--- config.mk ---
export PLATFORM = sky130hd
export DESIGN_NAME = pattern_scan_ctrl_flat
export DESIGN_NICKNAME = d
export VERILOG_FILES = /design/src/rtl/pattern_scan_ctrl_if.sv /design/src/rtl/pattern_scan_ctrl.sv /design/src/flat_wrapper.sv
export SDC_FILE = /design/constraint.sdc
export NUM_CORES = 1
export LEC_CHECK = 0
export CORE_UTILIZATION = 25
export DETAILED_ROUTE_END_ITERATION = 16
export GPL_TIMING_DRIVEN = 0
export PLACE_DENSITY = 0.55
export SYNTH_ARGS = -nofsm -noshare
export SYNTH_HDL_FRONTEND = slang
export SYNTH_SLANG_ARGS = --single-unit
--- constraint.sdc ---
create_clock -name clk -period 2.5 [get_ports clk]
set_input_delay 0.5 -clock clk [delete_from_list [all_inputs] [get_ports clk]]
set_output_delay 0.5 -clock clk [all_outputs]
set_load 0.02 [all_outputs]
--- src/rtl/pattern_scan_ctrl_if.sv ---
// Handshake bundle between a word requester, the pattern_scan_ctrl scanner and the result consumer.
// Valid/ready: a transfer happens on a rising clk edge where both valid and ready are high; a
// source holds valid (and its data) until that edge, and a sink may drop ready at any time.
interface pattern_scan_ctrl_if #(
  parameter int WORD_W = 16,
  parameter int CNT_W  = 5
);
  logic              in_valid;
  logic              in_ready;
  logic [WORD_W-1:0] in_data;
  logic              abort;
  logic              out_valid;
  logic              out_ready;
  logic [CNT_W-1:0]  match_cnt;
  logic [WORD_W-1:0] match_pos;
  logic              busy;

  modport master (
    output in_valid, in_data, abort, out_ready,
    input  in_ready, out_valid, match_cnt, match_pos, busy
  );

  modport slave (
    input  in_valid, in_data, abort, out_ready,
    output in_ready, out_valid, match_cnt, match_pos, busy
  );
endinterface

--- src/rtl/pattern_scan_ctrl.sv ---
// Serial 4-bit pattern scanner: captures a word, walks it MSB first one bit per cycle, reports
// match count and match bitmap. Define OVERLAP_EN to let consecutive matches share bits.
module pattern_scan_ctrl #(
  parameter int         WORD_W  = 16,
  parameter logic [3:0] PATTERN = 4'b1101,
  parameter int         CNT_W   = 5
) (
  input logic                clk,
  input logic                rst_n,
  pattern_scan_ctrl_if.slave bus
);

  localparam int IDX_W = $clog2(WORD_W);

`ifdef OVERLAP_EN
  // Longest proper suffix of the pattern that is also a prefix: history kept after a match.
  function automatic int keep_len_f(input logic [3:0] p);
    int ret;
    bit ok;
    ret = 0;
    for (int k = 3; k >= 1; k--) begin
      ok = 1'b1;
      for (int j = 0; j < k; j++) begin
        if (p[j] != p[4-k+j]) ok = 1'b0;
      end
      if (ok && ret == 0) ret = k;
    end
    return ret;
  endfunction
  localparam logic [1:0] KEEP_LEN = 2'(keep_len_f(PATTERN));
`else
  localparam logic [1:0] KEEP_LEN = 2'd0;
`endif

  typedef enum logic [1:0] {IDLE, SHIFT, DONE} state_t;

  state_t            state_q, state_d;
  logic              started_q;
  logic [WORD_W-1:0] data_q;
  logic [IDX_W-1:0]  idx_q;
  logic [2:0]        hist_q;
  logic [1:0]        hist_len_q;
  logic [CNT_W-1:0]  cnt_q;
  logic [WORD_W-1:0] pos_q;
  logic              cur_bit;
  logic              match;
  logic              accept;

  assign cur_bit = data_q[idx_q];
  assign match   = (hist_len_q == 2'd3) && ({hist_q, cur_bit} == PATTERN);
  // started_q holds in_ready low until the first edge after reset release.
  assign accept  = bus.in_valid && bus.in_ready;

  assign bus.in_ready  = started_q && (state_q == IDLE);
  assign bus.out_valid = (state_q == DONE);
  assign bus.busy      = (state_q != IDLE);
  assign bus.match_cnt = cnt_q;
  assign bus.match_pos = pos_q;

  always_ff @(posedge clk or negedge rst_n) begin
    if (!rst_n) state_q <= IDLE;
    else        state_q <= state_d;
  end

  always_comb begin
    state_d = state_q;
    case (state_q)
      IDLE:  if (accept) state_d = SHIFT;
      SHIFT: begin
        if (bus.abort)              state_d = IDLE;
        else if (idx_q == '0)       state_d = DONE;
      end
      DONE:  if (bus.out_ready) state_d = IDLE;
      default: state_d = IDLE;
    endcase
  end

  always_ff @(posedge clk or negedge rst_n) begin
    if (!rst_n) begin
      started_q  <= 1'b0;
      data_q     <= '0;
      idx_q      <= '0;
      hist_q     <= '0;
      hist_len_q <= '0;
      cnt_q      <= '0;
      pos_q      <= '0;
    end else begin
      started_q <= 1'b1;
      case (state_q)
        IDLE: begin
          if (accept) begin
            data_q     <= bus.in_data;
            idx_q      <= IDX_W'(WORD_W - 1);
            hist_q     <= '0;
            hist_len_q <= '0;
            cnt_q      <= '0;
            pos_q      <= '0;
          end
        end
        SHIFT: begin
          if (bus.abort) begin
            hist_len_q <= '0;
            cnt_q      <= '0;
            pos_q      <= '0;
          end else begin
            idx_q <= idx_q - IDX_W'(1);
            if (match) begin
              cnt_q        <= cnt_q + CNT_W'(1);
              pos_q[idx_q] <= 1'b1;
              hist_q       <= PATTERN[2:0];
              hist_len_q   <= KEEP_LEN;
            end else begin
              hist_q     <= {hist_q[1:0], cur_bit};
              hist_len_q <= (hist_len_q == 2'd3) ? 2'd3 : hist_len_q + 2'd1;
            end
          end
        end
        default: ;
      endcase
    end
  end

endmodule

--- src/flat_wrapper.sv ---
// flat-port wrapper written by rule: the top's interface ports become plain ports
module pattern_scan_ctrl_flat 
#(
  parameter int         WORD_W  = 16,
  parameter logic [3:0] PATTERN = 4'b1101,
  parameter int         CNT_W   = 5
)
  (clk, rst_n, bus_in_valid, bus_in_data, bus_abort, bus_out_ready, bus_in_ready, bus_out_valid, bus_match_cnt, bus_match_pos, bus_busy);
  pattern_scan_ctrl_if #(.WORD_W(WORD_W), .CNT_W(CNT_W)) bus_i ();
  input logic clk;
  input logic rst_n;
  input wire logic [$bits(bus_i.in_valid)-1:0] bus_in_valid;
  input wire logic [$bits(bus_i.in_data)-1:0] bus_in_data;
  input wire logic [$bits(bus_i.abort)-1:0] bus_abort;
  input wire logic [$bits(bus_i.out_ready)-1:0] bus_out_ready;
  output wire logic [$bits(bus_i.in_ready)-1:0] bus_in_ready;
  output wire logic [$bits(bus_i.out_valid)-1:0] bus_out_valid;
  output wire logic [$bits(bus_i.match_cnt)-1:0] bus_match_cnt;
  output wire logic [$bits(bus_i.match_pos)-1:0] bus_match_pos;
  output wire logic [$bits(bus_i.busy)-1:0] bus_busy;
  assign bus_i.in_valid = bus_in_valid;
  assign bus_i.in_data = bus_in_data;
  assign bus_i.abort = bus_abort;
  assign bus_i.out_ready = bus_out_ready;
  assign bus_in_ready = bus_i.in_ready;
  assign bus_out_valid = bus_i.out_valid;
  assign bus_match_cnt = bus_i.match_cnt;
  assign bus_match_pos = bus_i.match_pos;
  assign bus_busy = bus_i.busy;
  pattern_scan_ctrl #(.WORD_W(WORD_W), .PATTERN(PATTERN), .CNT_W(CNT_W)) u_core (.clk(clk), .rst_n(rst_n), .bus(bus_i));
endmodule
# Word-level counts from Yosys, hierarchy flattened
# Cells that the tools add are included.
op_classes:
  n_eq_ne: 9
  bitwise_logic: 1
  n_reduce_logical: 13
  n_mux: 29
  magnitude_cmp: 2
  n_addsub: 3
op_table:
  columns: ["op", "count"]
  rows:
  - ["$mux W16", 3]
  - ["$pmux W16 S2", 1]
  - ["$mux W2", 8]
  - ["$or A16 B16 Y16", 1]
  - ["$mux W5", 3]
  - ["$pmux W5 S2", 1]
  - ["$mux W3", 3]
  - ["$reduce_and A3 Y1", 3]
  - ["$mux W4", 2]
  - ["$pmux W4 S2", 1]
  - ["$ne A3 B2 Y1 const B", 2]
  - ["$pmux W2 S3", 1]
  - ["$pmux W3 S2", 1]
  - ["$add A5 B1 Y5 const B", 1]
  - ["$lt A4 B5 Y1 const B", 1]
  - ["$bmux W1 S4", 1]
  - ["$demux W1 S4", 1]
  - ["$eq A2 B2 Y1 const B", 2]
  - ["$eq A4 B4 Y1 const B", 1]
  - ["$ge A4 B1 Y1 const B", 1]
  - ["$logic_and A1 B1 Y1", 4]
  - ["$logic_not A4 Y1", 1]
  - ["$ne A2 B2 Y1 const B", 2]
  - ["$pmux W2 S2", 1]
  - ["other kinds (8)", 11]
word_totals:
  input_bits: 21
  out_inout_bits: 24
  word_cells: 65
  register_bits: 49

# Depth between registers and ports, before layout
# Gate-level depths: netlist (run 1).
logic_depth:
  ltp_word: 8
  mapped_depth: 7
  depth_no_buf: 5

# Least setup slack after synthesis (run 1)
# Ideal clock, no wire load.
synth_timing:
  kind: "register to register"
  from: "register u_core.idx_q[0]"
  to: "register u_core.cnt_q[1], in the netlist u_core.bus.match_cnt[1]"
  t_required_ns: 2.378
  setup_slack_ns: 0.701
  period_less_slack_ns: 1.799
  path_buffers: 1
  setup_time_ns: 0.122
  stages_incl_launch_ff: 7
  arrival_time_ns: 1.678
  cell_sequence: "dfrtp_1 > buf_6 > mux4_2 > o22ai_2 > o22ai_2 > and2_4 > a32o_1"
synth_via:
  elab_chain_len: 6
synth_lines:
  columns: ["element", "line", "source"]
  rows:
  - ["from (decl)", "pattern_scan_ctrl.sv:40", "logic [IDX_W-1:0] idx_q;"]
  - ["from (signal assigned)", "pattern_scan_ctrl.sv:93", "idx_q <= IDX_W'(WORD_W - 1);"]
  - ["from (signal assigned)", "pattern_scan_ctrl.sv:106", "idx_q <= idx_q - IDX_W'(1);"]
  - ["$bmux W1 S4", "pattern_scan_ctrl.sv:49", "assign cur_bit = data_q[idx_q];"]
  - ["$mux W1 (implied by the code)", "pattern_scan_ctrl.sv:49", null]
  - ["$eq A4 B4 Y1", "pattern_scan_ctrl.sv:50", "assign match = (hist_len_q == 2'd3) && ({hist_q, cur_bit} == PATTERN);"]
  - ["$logic_and A1 B1 Y1", "pattern_scan_ctrl.sv:50", null]
  - ["$ne A3 B2 Y1 (no line)", null, null]
  - ["$reduce_and A3 Y1 (no line)", null, null]
  - ["to (signal assigned)", "pattern_scan_ctrl.sv:108", "cnt_q <= cnt_q + CNT_W'(1);"]
  - ["to (decl)", "pattern_scan_ctrl.sv:43", "logic [CNT_W-1:0] cnt_q;"]
# Every way passes these cells. The select of a mux whose other input is x is not followed.
# A chain may end at the register's enable or synchronous reset.

# Worst setup path in the final report (run 1)
layout_timing:
  from: "input bus_in_valid"
  to: "register u_core.pos_q[2], in the netlist u_core.bus.match_pos[2]"
layout_via:
  elab_chain_len: 3
layout_lines:
  columns: ["element", "line", "source"]
  rows:
  - ["from (decl)", "flat_wrapper.sv:12", "input wire logic [$bits(bus_i.in_valid)-1:0] bus_in_valid;"]
  - ["$logic_and A1 B1 Y1", "pattern_scan_ctrl.sv:52", "assign accept = bus.in_valid && bus.in_ready;"]
  - ["$ne A2 B1 Y1 (no line)", null, null]
  - ["$reduce_and A3 Y1 (no line)", null, null]
  - ["to (signal assigned)", "pattern_scan_ctrl.sv:86", "pos_q <= '0;"]
  - ["to (signal assigned)", "pattern_scan_ctrl.sv:97", "pos_q <= '0;"]
  - ["to (signal assigned)", "pattern_scan_ctrl.sv:104", "pos_q <= '0;"]
  - ["to (decl)", "pattern_scan_ctrl.sv:44", "logic [WORD_W-1:0] pos_q;"]
# Every way passes these cells.

==> results of run 1 <==
cell type report:
cell class | instances | area (um2)
buffer | 16 | 82.58
clock buffer | 7 | 96.34
clock inverter | 1 | 5.005
fill | 930 | 5834
inverter | 16 | 60.06
multi-input combinational | 163 | 953.4
sequential | 49 | 1226
tap | 108 | 135.1
timing repair buffer | 45 | 455.4
routing by layer:
metal / part of all wire [%] / track usage (%)
met1: 50 / 16.20
met2: 44 / 17.77
met3: 4.7 / 2.792
met4: 1.3 / 3.789
met5: 0 / 0
cells in the final DEF, fill, tap and decap left out, types with 3 or more instances in the layout:
cell type	instances
sky130_fd_sc_hd__nand4_1	12
sky130_fd_sc_hd__nand2_1	60
sky130_fd_sc_hd__clkbuf_1	9
sky130_fd_sc_hd__o21ai_0	3
sky130_fd_sc_hd__buf_2	4
sky130_fd_sc_hd__a22o_1	4
sky130_fd_sc_hd__nor2b_1	3
sky130_fd_sc_hd__clkbuf_8	7
sky130_fd_sc_hd__dfrtp_1	49
sky130_fd_sc_hd__mux2_2	4
sky130_fd_sc_hd__and3_1	8
sky130_fd_sc_hd__nor2_1	14
sky130_fd_sc_hd__a31oi_1	4
sky130_fd_sc_hd__clkdlybuf4s50_1	43
sky130_fd_sc_hd__inv_1	16
sky130_fd_sc_hd__a21oi_1	15
sky130_fd_sc_hd__ha_1	5
power by group through the flow:
stage / registers (mW) / logic, mW / clock network (mW)
finish: 0.936 / 0.560 / 0.509
global route: 0.948 / 0.623 / 0.562
CTS: 0.936 / 0.566 / 0.528
detailed placement: 0.951 / 0.564 / 0
global placement: 0.947 / 0.551 / 0
floorplan: 0.936 / 0.401 / 0
final timing paths:
check                                       from                       to  slack, ns
min in group clk                u_core.data_q[5]         u_core.data_q[5]       0.48
worst min register to register  u_core.data_q[5]         u_core.data_q[5]       0.48
worst max-delay path                bus_in_valid  u_core.bus.match_pos[2]       0.32
worst max register to register   u_core.idx_q[0]  u_core.bus.match_cnt[0]       0.50
max in group asynchronous                  rst_n     u_core.hist_len_q[1]       1.77
worst min-delay path                       rst_n  u_core.bus.match_pos[5]       0.19
state kept, by name, indices dropped and copies added, names as in the netlist:
| name | cells |
|---|---|
| u_core.bus.match_cnt | 5 |
| u_core.bus.match_pos | 16 |
| u_core.data_q | 16 |
| u_core.hist_len_q | 2 |
| u_core.hist_q | 3 |
| u_core.idx_q | 4 |
| u_core.started_q | 1 |
| u_core.state_q | 2 |
cell families (layout without fill, tap and decap cells):
family,after synthesis,after routing,share of synthesized area [%]
AO/OA/AOI/OAI,40,40,11.92
XOR/XNOR,1,1,0.3776
adder cells (fa/ha/maj),5,5,2.697
buffers and inverters,32,85,6.149
flip-flops,49,49,52.86
multiplexers,6,6,3.883
other,1,1,0.1617
AND/OR/NAND/NOR,110,110,21.95
worst register-to-register path: stages, from the launching register on:
cell and delay [ns]:
sky130_fd_sc_hd__dfrtp_1 0.41, sky130_fd_sc_hd__buf_6 0.16, sky130_fd_sc_hd__mux4_2 0.50, sky130_fd_sc_hd__o22ai_1 0.18, sky130_fd_sc_hd__o22ai_2 0.17, sky130_fd_sc_hd__a21oi_1 0.33, sky130_fd_sc_hd__a22o_1 0.20
metrics by stage:
stage          area, um2  cells  utilization [%]  power [mW]  hold slack, ns
2_1_floorplan       2320    244                -       1.337          0.2044
3_3_place_gp        2895    396            32.72       1.499          0.4567
3_5_place_dp        2910    397            32.89       1.515          0.4605
4_1_cts             3012    405            34.04       2.030          0.2002
5_1_grt             3014    405            34.06       2.133          0.2293
6_report            3014    405            34.06       2.005          0.1854
timing repair:
item,4_1_cts,5_1_grt
setup endpoints to repair,0,10
buffers inserted,0,0
gates resized for setup,0,1
==> impl_results.md, run 1 <==
* Area share of the largest cell type after synthesis at 52.86%
* Internal power consumption at 1.374 mW
* Vias at 1851
* Share of power burned in the clock network at 25.4%
* Post-route antenna net violation count at 0
* Final net count at 322
* 1st-pass router iterations at 6
* Most numerous cell in the Yosys netlist: sky130_fd_sc_hd__nand2_1
* Register area share after synthesis at 52.86%
* I/O pins at 45
* 1st-iter DRT viols at 95
* Fraction of registers with async set or reset after synthesis at 100.0%
* Endpoint required time on the critical path at 2.68 ns
* Crit end category: flop
* Worst hold-check path type: input pin to asynchronous set/reset pin
* Clock tree from TritonCTS: done
* Length in cells of the worst reg-to-reg path at 6
* Maximum number of pins on one net before global-route repair at 26
* Worst setup SP type: input pin
* Share of cells above drive strength 1 at 9.764%
* Core area at 8848 um2
* Die width at 98.33 um
* PD cells at 665.3 nW/um2
* HPWL reported at the end of detailed placement at 3842 um
* Outcome: finished, final reports clean
* Setup violation total in the final timing report at 0
* Count of state elements after synthesis at 49
* First-pass GRT wire length at 8894 um
* Worst-Margin Slew at 0.5904 ns
* Die area at 9668 um2
* Placer's final routability congestion estimate at 0.7462
* Kind of cell with the highest combined delay on the critical path: buffers and inverters
* Post-synth EDFFs at 0
* Unrepaired setup endpoints after global routing: no
* Cts-stage hold buffer count at 0
* Count of H-tree levels built during CTS at 2
* Number of global-route vias before repair at 1818
* Sequential power share at 46.7%
* Most numerous cell on the critical path: sky130_fd_sc_hd__clkbuf_1
* Maximum count of clock buffers along a single path at 2
* Period Utilization, post-route at 87.33%
* Antenna violations before repair at 0
* Synth top area cells: sky130_fd_sc_hd__dfrtp_1 53%, sky130_fd_sc_hd__nand2_1 9.7%, sky130_fd_sc_hd__a21oi_1 3.2%
* Syn-to-layout area delta at 29.94%
* Worst-case headroom to the max-slew limit at 60.64%
* Critical path depth in cells at 7
* Post-placement worst setup slack at -0.2489 ns
* DRC errors left at 0
* Total CTS buffers at 5
* Final worst setup slack at 0.3168 ns
* Max Clock Skew at 0.008579 ns
* Number of buffers inserted by port buffering at 44
* Count of antenna diodes in the layout at 0
* Sequence of cells on the critical path: clkdlybuf4s50_1 > a21oi_1 > or2_1 > clkbuf_1 > nor2_2 > clkbuf_1 > nor2_1
* Total net switching power at 0.6314 mW
* Synthesized netlist cell count at 244
* Critical Path Fanout Max at 10
* Most instantiated cells after synthesis: 60 x sky130_fd_sc_hd__nand2_1, 49 x sky130_fd_sc_hd__dfrtp_1, 16 x sky130_fd_sc_hd__inv_1
* Highest cell delay on the worst timing path at 0.50 ns
* Maximum vdd ir drop at 0.2077 mV
* Worst endpoint data arrival time at 2.36 ns
* Worst path slowest cell: sky130_fd_sc_hd__clkdlybuf4s50_1
* Post-detailed-routing wire length at 5219 um
* CTS clk-pin slew, worst paths at 0.09 ns
* Count of distinct cell types in the synthesized netlist at 43
* Synth Net Count at 270
* Tmin final at 2.183 ns
* Top cell type by total area after synthesis: sky130_fd_sc_hd__dfrtp_1
* Sum of buffers and inverters on the critical path at 3
* Pleak at 1.385 nW
* Effective utilization at floorplan at 26.22%
* Most used flip-flop cell after synthesis: sky130_fd_sc_hd__dfrtp_1
* Category of the critical setup timing path: input pin to flop
* # rows at 34
* GR Overflow Total at 0
* Average wire per cell in the routed design at 12.89 um
* Per-cell via count in the routed design at 4.570
* Worst-Skew Late Latency at 0.30 ns
* Final hold viol count at 0
* Total clock sinks at 49
* Maximum clock frequency at 458.0 MHz
* Final number of max-transition violations at 0
* Clock root cell: sky130_fd_sc_hd__clkbuf_8
* Sw Ratio at 31.49%
* Post-Synthesis Cell Area at 2320 um2
* Total track usage at 11.62%
* Warning count from the yosys run at 0
* Max-cap violations at 0
* DIE HEIGHT at 98.33 um
* Part of the total power dissipated in combinational logic at 27.9%
* Setup tns final at 0 ns
* Avg Synthesized Cell Area at 9.507 um2
No activity file was read; power rests on OpenSTA's default activity.
==> run 2: changes to the inputs <==
--- a/config.mk
+++ b/config.mk
@@ -5,6 +5,8 @@
 export SDC_FILE = /design/constraint.sdc
 export NUM_CORES = 1
 export LEC_CHECK = 0
+export ABC_CLOCK_PERIOD_IN_PS = 2500
+export CORE_ASPECT_RATIO = 1.2
 export CORE_UTILIZATION = 25
 export DETAILED_ROUTE_END_ITERATION = 16
 export GPL_TIMING_DRIVEN = 0
==> impl_results.md, run 2 (synthesis results as in run 1) <==
* Critical Path Fanout Max at 10 (unchanged)
* GR Util met1 at 14.25% (was 16.20%)
* Pleak at 1.369 nW (was 1.385 nW)
* Final Non-Filler Cells at 417 (was 405)
* DRC errors left at 0 (unchanged)
* Count of H-tree levels built during CTS at 2 (unchanged)
* Total CTS buffers at 5 (unchanged)
* Worst-case headroom to the max-slew limit at 60.92% (was 60.64%)
* Total track usage at 11.47% (was 11.62%)
* Most Used Layer, Global Route: met2 (unchanged)
* Setup tns final at 0 ns (unchanged)
* Placer's final routability congestion estimate at 0.7300 (was 0.7462)
* GR Overflow Total at 0 (unchanged)
* DIE HEIGHT at 107.5 um (was 98.33 um)
* Placed standard-cell area at 2925 um2 (was 2910 um2)
* Dpl cells at 409 (was 397)
* Antenna violations before repair at 0 (unchanged)
* Length in cells of the worst reg-to-reg path at 7 (was 6)
* 1st-pass router iterations at 4 (was 6)
* Maximum count of clock buffers along a single path at 2 (unchanged)
* I/O pins at 45 (unchanged)
* Fraction of met3 tracks used by global routing at 2.825% (was 2.792%)
* Number of global-route vias before repair at 1905 (was 1818)
* Clock tree from TritonCTS: done (unchanged)
* Effective utilization at floorplan at 25.68% (was 26.22%)
* Post-route antenna net violation count at 0 (unchanged)
* PD cells at 648.2 nW/um2 (was 665.3 nW/um2)
* Core area at 9034 um2 (was 8848 um2)
* Total area of sequential cells at 1226 um2 (unchanged)
* Endpoint required time on the critical path at 2.68 ns (about the same)
* Total clock sinks at 49 (unchanged)
* Fraction of met2 tracks used by global routing at 19.67% (was 17.77%)
* HPWL reported at the end of detailed placement at 3785 um (was 3842 um)
* Outcome: finished, final reports clean (unchanged)
* Post-detailed-routing wire length at 5123 um (was 5219 um)
* Overall Power at 1.950 mW (was 2.005 mW)
* Final number of max-transition violations at 0 (unchanged)
* Max-cap violations at 0 (unchanged)
* Die width at 89.94 um (was 98.33 um)
* Highest-count cells in the layout ignoring fill and taps: 60 x sky130_fd_sc_hd__nand2_1, 49 x sky130_fd_sc_hd__dfrtp_1, 43 x sky130_fd_sc_hd__clkdlybuf4s50_1 (unchanged)
* Crit end category: flop (unchanged)
* Share of cells above drive strength 1 at 8.754% (was 9.764%)
* Maximum number of pins on one net before global-route repair at 31 (was 26)
* Worst-Skew Late Latency at 0.30 ns (about the same)
* Worst-Margin Slew at 0.5840 ns (was 0.5904 ns)
* Max Clock Skew at 0.006510 ns (was 0.008579 ns)
* Share of power burned in the clock network at 23.7% (was 25.4%)
* Final hold viol count at 0 (unchanged)
* Cells resized by post-CTS repair at 0 (unchanged)
* Number of buffers inserted by port buffering at 44 (unchanged)
* Multi-input gate area at 950.9 um2 (was 953.4 um2)
* Total net switching power at 0.6285 mW (was 0.6314 mW)
* Syn-to-layout area delta at 29.72% (was 29.94%)
* Part of the total power dissipated in combinational logic at 28.4% (was 27.9%)
* Unrepaired setup endpoints after global routing: no (unchanged)
* Setup violation total in the final timing report at 0 (unchanged)
* Worst endpoint data arrival time at 2.43 ns (was 2.36 ns)
* Die area at 9670 um2 (was 9668 um2)
* Average wire per cell in the routed design at 12.29 um (was 12.89 um)
* First-pass GRT wire length at 8873 um (was 8894 um)
* Clock root cell: sky130_fd_sc_hd__clkbuf_8 (unchanged)
* Filler cell count at 955 (was 930)
* Worst hold-check path type: input pin to asynchronous set/reset pin (unchanged)
* Period Utilization, post-route at 89.89% (was 87.33%)
* Sequential power share at 47.9% (was 46.7%)
* 1st-iter DRT viols at 74 (was 95)
* Final net count at 322 (unchanged)
* CTS clk-pin slew, worst paths at 0.09 ns (about the same)
* Most common library cell in the layout ignoring fill and taps: sky130_fd_sc_hd__nand2_1 (unchanged)
* Maximum clock frequency at 445.0 MHz (was 458.0 MHz)
* Cts-stage hold buffer count at 0 (unchanged)
* # rows at 38 (was 34)
* Final Instance Area at 3009 um2 (was 3014 um2)
* Vias at 1840 (was 1851)
* Post-CTS setup buffer count at 0 (unchanged)
* Worst setup SP type: input pin (unchanged)
* Maximum vdd ir drop at 0.2334 mV (was 0.2077 mV)
* Count of antenna diodes in the layout at 0 (unchanged)
* Internal power consumption at 1.322 mW (was 1.374 mW)
* Per-cell via count in the routed design at 4.412 (was 4.570)
* Category of the critical setup timing path: input pin to flop (unchanged)
* Sw Ratio at 32.22% (was 31.49%)
* Tmin final at 2.247 ns (was 2.183 ns)
==> run 2: worst paths after layout <==
path,startpoint,to,slack (ns)
max in group asynchronous,rst_n,u_core.data_q[12],1.84
setup / recovery,bus_in_valid,u_core.bus.match_pos[12],0.25
hold reg to reg,u_core.data_q[14],u_core.data_q[14],0.48
hold / removal,rst_n,u_core.bus.match_cnt[2],0.14
setup reg to reg,u_core.idx_q[0],u_core.bus.match_pos[13],0.49
min in group clk,u_core.data_q[14],u_core.data_q[14],0.48
==> run 2: critical path: stages <==
cell and delay [ns]:
sky130_fd_sc_hd__clkdlybuf4s50_1 0.49, sky130_fd_sc_hd__a21oi_1 0.07, sky130_fd_sc_hd__or2_1 0.20, sky130_fd_sc_hd__clkbuf_1 0.17, sky130_fd_sc_hd__nor2_1 0.50, sky130_fd_sc_hd__clkbuf_1 0.40
sky130_fd_sc_hd__nor2_1 0.10
==> run 2: routing by layer <==
metal	up-vias	part of all wire (%)
met2	41	47
met5	-	0
met1	860	47
li1	930	-
met4	0	1.6
met3	9	3.7
==> run 2: stage by stage <==
step	setup slack [ns]	util [%]	hold WS, ns
CTS	0.2381	33.31	0.1541
global route	0.05414	33.31	0.1622
finish	0.2528	33.31	0.1376
detailed placement	-0.1198	32.38	0.4603
global placement	-0.5113	32.22	0.4563
floorplan	0.7006	-	0.2044
==> run 2: final cells by class <==
cell class	instances	share of cell area [%]
Sequential cell	49	40.75
Multi-Input combinational cell	163	31.60
Timing Repair Buffer	45	15.14
Tap cell	120	4.990
Buffer	16	2.744
Clock buffer	7	2.536
Inverter	16	1.996
Clock inverter	1	0.2495
==> run 2: power groups by stage <==
stage,Clock [mW],Combinational [mW],Sequential (mW)
6_report,0.462,0.554,0.934
5_1_grt,0.506,0.619,0.947
4_1_cts,0.473,0.563,0.936
3_5_place_dp,0,0.560,0.950
3_3_place_gp,0,0.550,0.948
2_1_floorplan,0,0.401,0.936
==> run 3: changes to the inputs <==
--- a/config.mk
+++ b/config.mk
@@ -6,11 +6,13 @@
 export NUM_CORES = 1
 export LEC_CHECK = 0
 export ABC_CLOCK_PERIOD_IN_PS = 2500
-export CORE_ASPECT_RATIO = 1.2
+export CORE_ASPECT_RATIO = 2
 export CORE_UTILIZATION = 25
 export DETAILED_ROUTE_END_ITERATION = 16
 export GPL_TIMING_DRIVEN = 0
 export PLACE_DENSITY = 0.55
+export SETUP_SLACK_MARGIN = 0.4
+export SKIP_LAST_GASP = 1
 export SYNTH_ARGS = -nofsm -noshare
 export SYNTH_HDL_FRONTEND = slang
 export SYNTH_SLANG_ARGS = --single-unit
==> impl_results.md, run 3 (synthesis results as in run 1) <==
* Period Utilization, post-route at 80.84% (was 89.89%)
* Count of H-tree levels built during CTS at 2 (unchanged)
* Maximum number of pins on one net before global-route repair at 34 (was 31)
* # rows at 49 (was 38)
* Total track usage at 12.23% (was 11.47%)
* Per-cell via count in the routed design at 4.718 (was 4.412)
* Crit end category: flop (unchanged)
* Placer's final routability congestion estimate at 0.8006 (was 0.7300)
* First-pass GRT wire length at 9321 um (was 8873 um)
* Tmin final at 2.021 ns (was 2.247 ns)
* Fraction of met2 tracks used by global routing at 22.06% (was 19.67%)
* Most Used Layer, Global Route: met2 (unchanged)
* Critical Path Fanout Max at 8 (was 10)
* Most common library cell in the layout ignoring fill and taps: sky130_fd_sc_hd__nand2_1 (unchanged)
* Worst-case hold slack at 0.1373 ns (was 0.1376 ns)
* Setup violation total in the final timing report at 0 (unchanged)
* Final number of max-transition violations at 0 (unchanged)
* Number of buffers inserted by port buffering at 44 (unchanged)
* Highest-count cells in the layout ignoring fill and taps: 60 x sky130_fd_sc_hd__nand2_1, 49 x sky130_fd_sc_hd__dfrtp_1, 41 x sky130_fd_sc_hd__clkdlybuf4s50_1 (was 60 x sky130_fd_sc_hd__nand2_1, 49 x sky130_fd_sc_hd__dfrtp_1, 43 x sky130_fd_sc_hd__clkdlybuf4s50_1)
* Number of global-route vias before repair at 1866 (was 1905)
* Average wire per cell in the routed design at 13.83 um (was 12.29 um)
* Category of the critical setup timing path: flop to flop (was input pin to flop)
* GR Overflow Total at 0 (unchanged)
* 1st-iter DRT viols at 104 (was 74)
* I/O pins at 45 (unchanged)
* Core area at 9012 um2 (was 9034 um2)
* Sequential power share at 42.6% (was 47.9%)
* Cts-stage hold buffer count at 0 (unchanged)
* Post-detailed-routing wire length at 5533 um (was 5123 um)
* Unrepaired setup endpoints after global routing: no (unchanged)
* Total net switching power at 0.6755 mW (was 0.6285 mW)
* Max-cap violations at 0 (unchanged)
* Outcome: finished, final reports clean (unchanged)
* Post-placement worst setup slack at -0.1379 ns (was -0.1198 ns)
* Clock root cell: sky130_fd_sc_hd__clkbuf_16 (was sky130_fd_sc_hd__clkbuf_8)
* Filler cell count at 939 (was 955)
* Post-route antenna net violation count at 0 (unchanged)
* Clock tree from TritonCTS: done (unchanged)
* Setup tns final at 0 ns (unchanged)
* Endpoint required time on the critical path at 2.73 ns (was 2.68 ns)
* Count of antenna diodes in the layout at 0 (unchanged)
* Syn-to-layout area delta at 32.85% (was 29.72%)
* Multi-input gate area at 964.7 um2 (was 950.9 um2)
* HPWL reported at the end of detailed placement at 4236 um (was 3785 um)
* Final net count at 323 (was 322)
* GR Util met1 at 13.38% (was 14.25%)
* Worst-Skew Late Latency at 0.29 ns (was 0.30 ns)
* Effective utilization at floorplan at 25.74% (was 25.68%)
* Maximum clock frequency at 494.8 MHz (was 445.0 MHz)
* Post-layout util at 34.19% (was 33.31%)
* Part of the total power dissipated in combinational logic at 26.1% (was 28.4%)
* Pleak at 1.435 nW (was 1.369 nW)
* 1st-pass router iterations at 4 (unchanged)
* Share of cells above drive strength 1 at 10.74% (was 8.754%)
* Final worst setup slack at 0.4791 ns (was 0.2528 ns)
* Maximum vdd ir drop at 0.3034 mV (was 0.2334 mV)
* Sw Ratio at 30.70% (was 32.22%)
* Internal power consumption at 1.525 mW (was 1.322 mW)
* Total area of sequential cells at 1226 um2 (unchanged)
* Worst setup SP type: flop (was input pin)
* Final hold viol count at 0 (unchanged)
* CTS clk-pin slew, worst paths at 0.06 ns (was 0.09 ns)
* Fraction of met3 tracks used by global routing at 1.822% (was 2.825%)
* DIE HEIGHT at 138.2 um (was 107.5 um)
* Share of power burned in the clock network at 31.3% (was 23.7%)
* Placed standard-cell area at 2903 um2 (was 2925 um2)
* Antenna violations before repair at 0 (unchanged)
* Worst endpoint data arrival time at 2.25 ns (was 2.43 ns)
* Final Instance Area at 3082 um2 (was 3009 um2)
* Max Clock Skew at 0.006514 ns (was 0.006510 ns)
* Die area at 9692 um2 (was 9670 um2)
* Maximum count of clock buffers along a single path at 2 (unchanged)
* Total clock sinks at 49 (unchanged)
* Total CTS buffers at 5 (unchanged)
* DRC errors left at 0 (unchanged)
* PD cells at 714.0 nW/um2 (was 648.2 nW/um2)
* Worst hold-check path type: input pin to asynchronous set/reset pin (unchanged)
* Vias at 1887 (was 1840)
* Die width at 70.12 um (was 89.94 um)
run 3: cell count changes in the layout (fill, tap and decap cells not counted), sizes merged:
cell	delta
buf	+1
clkinvlp	-1
clkdlybuf4s50	-2
clkinv	+2
clkbuf	-1
dlygate4sd2	+2
run 3: critical path, cell delays in order (launching register included):
cell,delay [ns]
sky130_fd_sc_hd__dfrtp_1,0.39
sky130_fd_sc_hd__buf_6,0.16
sky130_fd_sc_hd__mux4_2,0.51
sky130_fd_sc_hd__o22ai_1,0.18
sky130_fd_sc_hd__o22ai_2,0.17
sky130_fd_sc_hd__a21oi_1,0.35
sky130_fd_sc_hd__a22o_1,0.20
run 3: layout make-up:
class / count / share of cell area (%)
flip-flops and latches: 49 / 39.79
multi-input cells: 163 / 31.30
clock buffers: 6 / 4.507
plain buffers: 16 / 2.923
inverters: 16 / 1.949
clock inverters: 2 / 0.4466
repair buffers: 46 / 14.94
well taps: 102 / 4.141
run 3: through the flow:
stage / power (mW) / cells
floorplan: 1.337 / 244
global placement: 1.508 / 390
detailed placement: 1.522 / 391
CTS: 2.229 / 399
global route: 2.330 / 400
finish: 2.200 / 400
run 3: worst paths after layout:
path                       cells past startpoint                 endpoint               from  slack [ns]
min in group clk                               2        u_core.data_q[14]  u_core.data_q[14]        0.47
max in group asynchronous                      2         u_core.data_q[2]              rst_n        1.85
max reg2reg                                    6  u_core.bus.match_cnt[0]    u_core.idx_q[0]        0.48
min reg2reg                                    2        u_core.data_q[14]  u_core.data_q[14]        0.47
max                                            6  u_core.bus.match_cnt[0]    u_core.idx_q[0]        0.48
min                                            1  u_core.bus.match_cnt[1]              rst_n        0.14
run 3: timing repair:
item / in CTS / in global routing
buffers inserted: 0 / 1
pin swaps: 0 / 1
endpoints found under the setup margin: 18 / 23
resized for setup: 5 / 7
run 3: power groups by stage:
stage / combinational [mW] / sequential (mW) / clock, mW
2_1_floorplan: 0.401 / 0.936 / 0
3_3_place_gp: 0.561 / 0.947 / 0
3_5_place_dp: 0.571 / 0.951 / 0
4_1_cts: 0.574 / 0.939 / 0.716
5_1_grt: 0.635 / 0.948 / 0.746
6_report: 0.574 / 0.938 / 0.689
run 3: layer usage:
metal	wire length (um)	share of wire [%]
met5	0	0
met1	2082	38
met4	149	2.7
met3	152	2.7
met2	3148	57
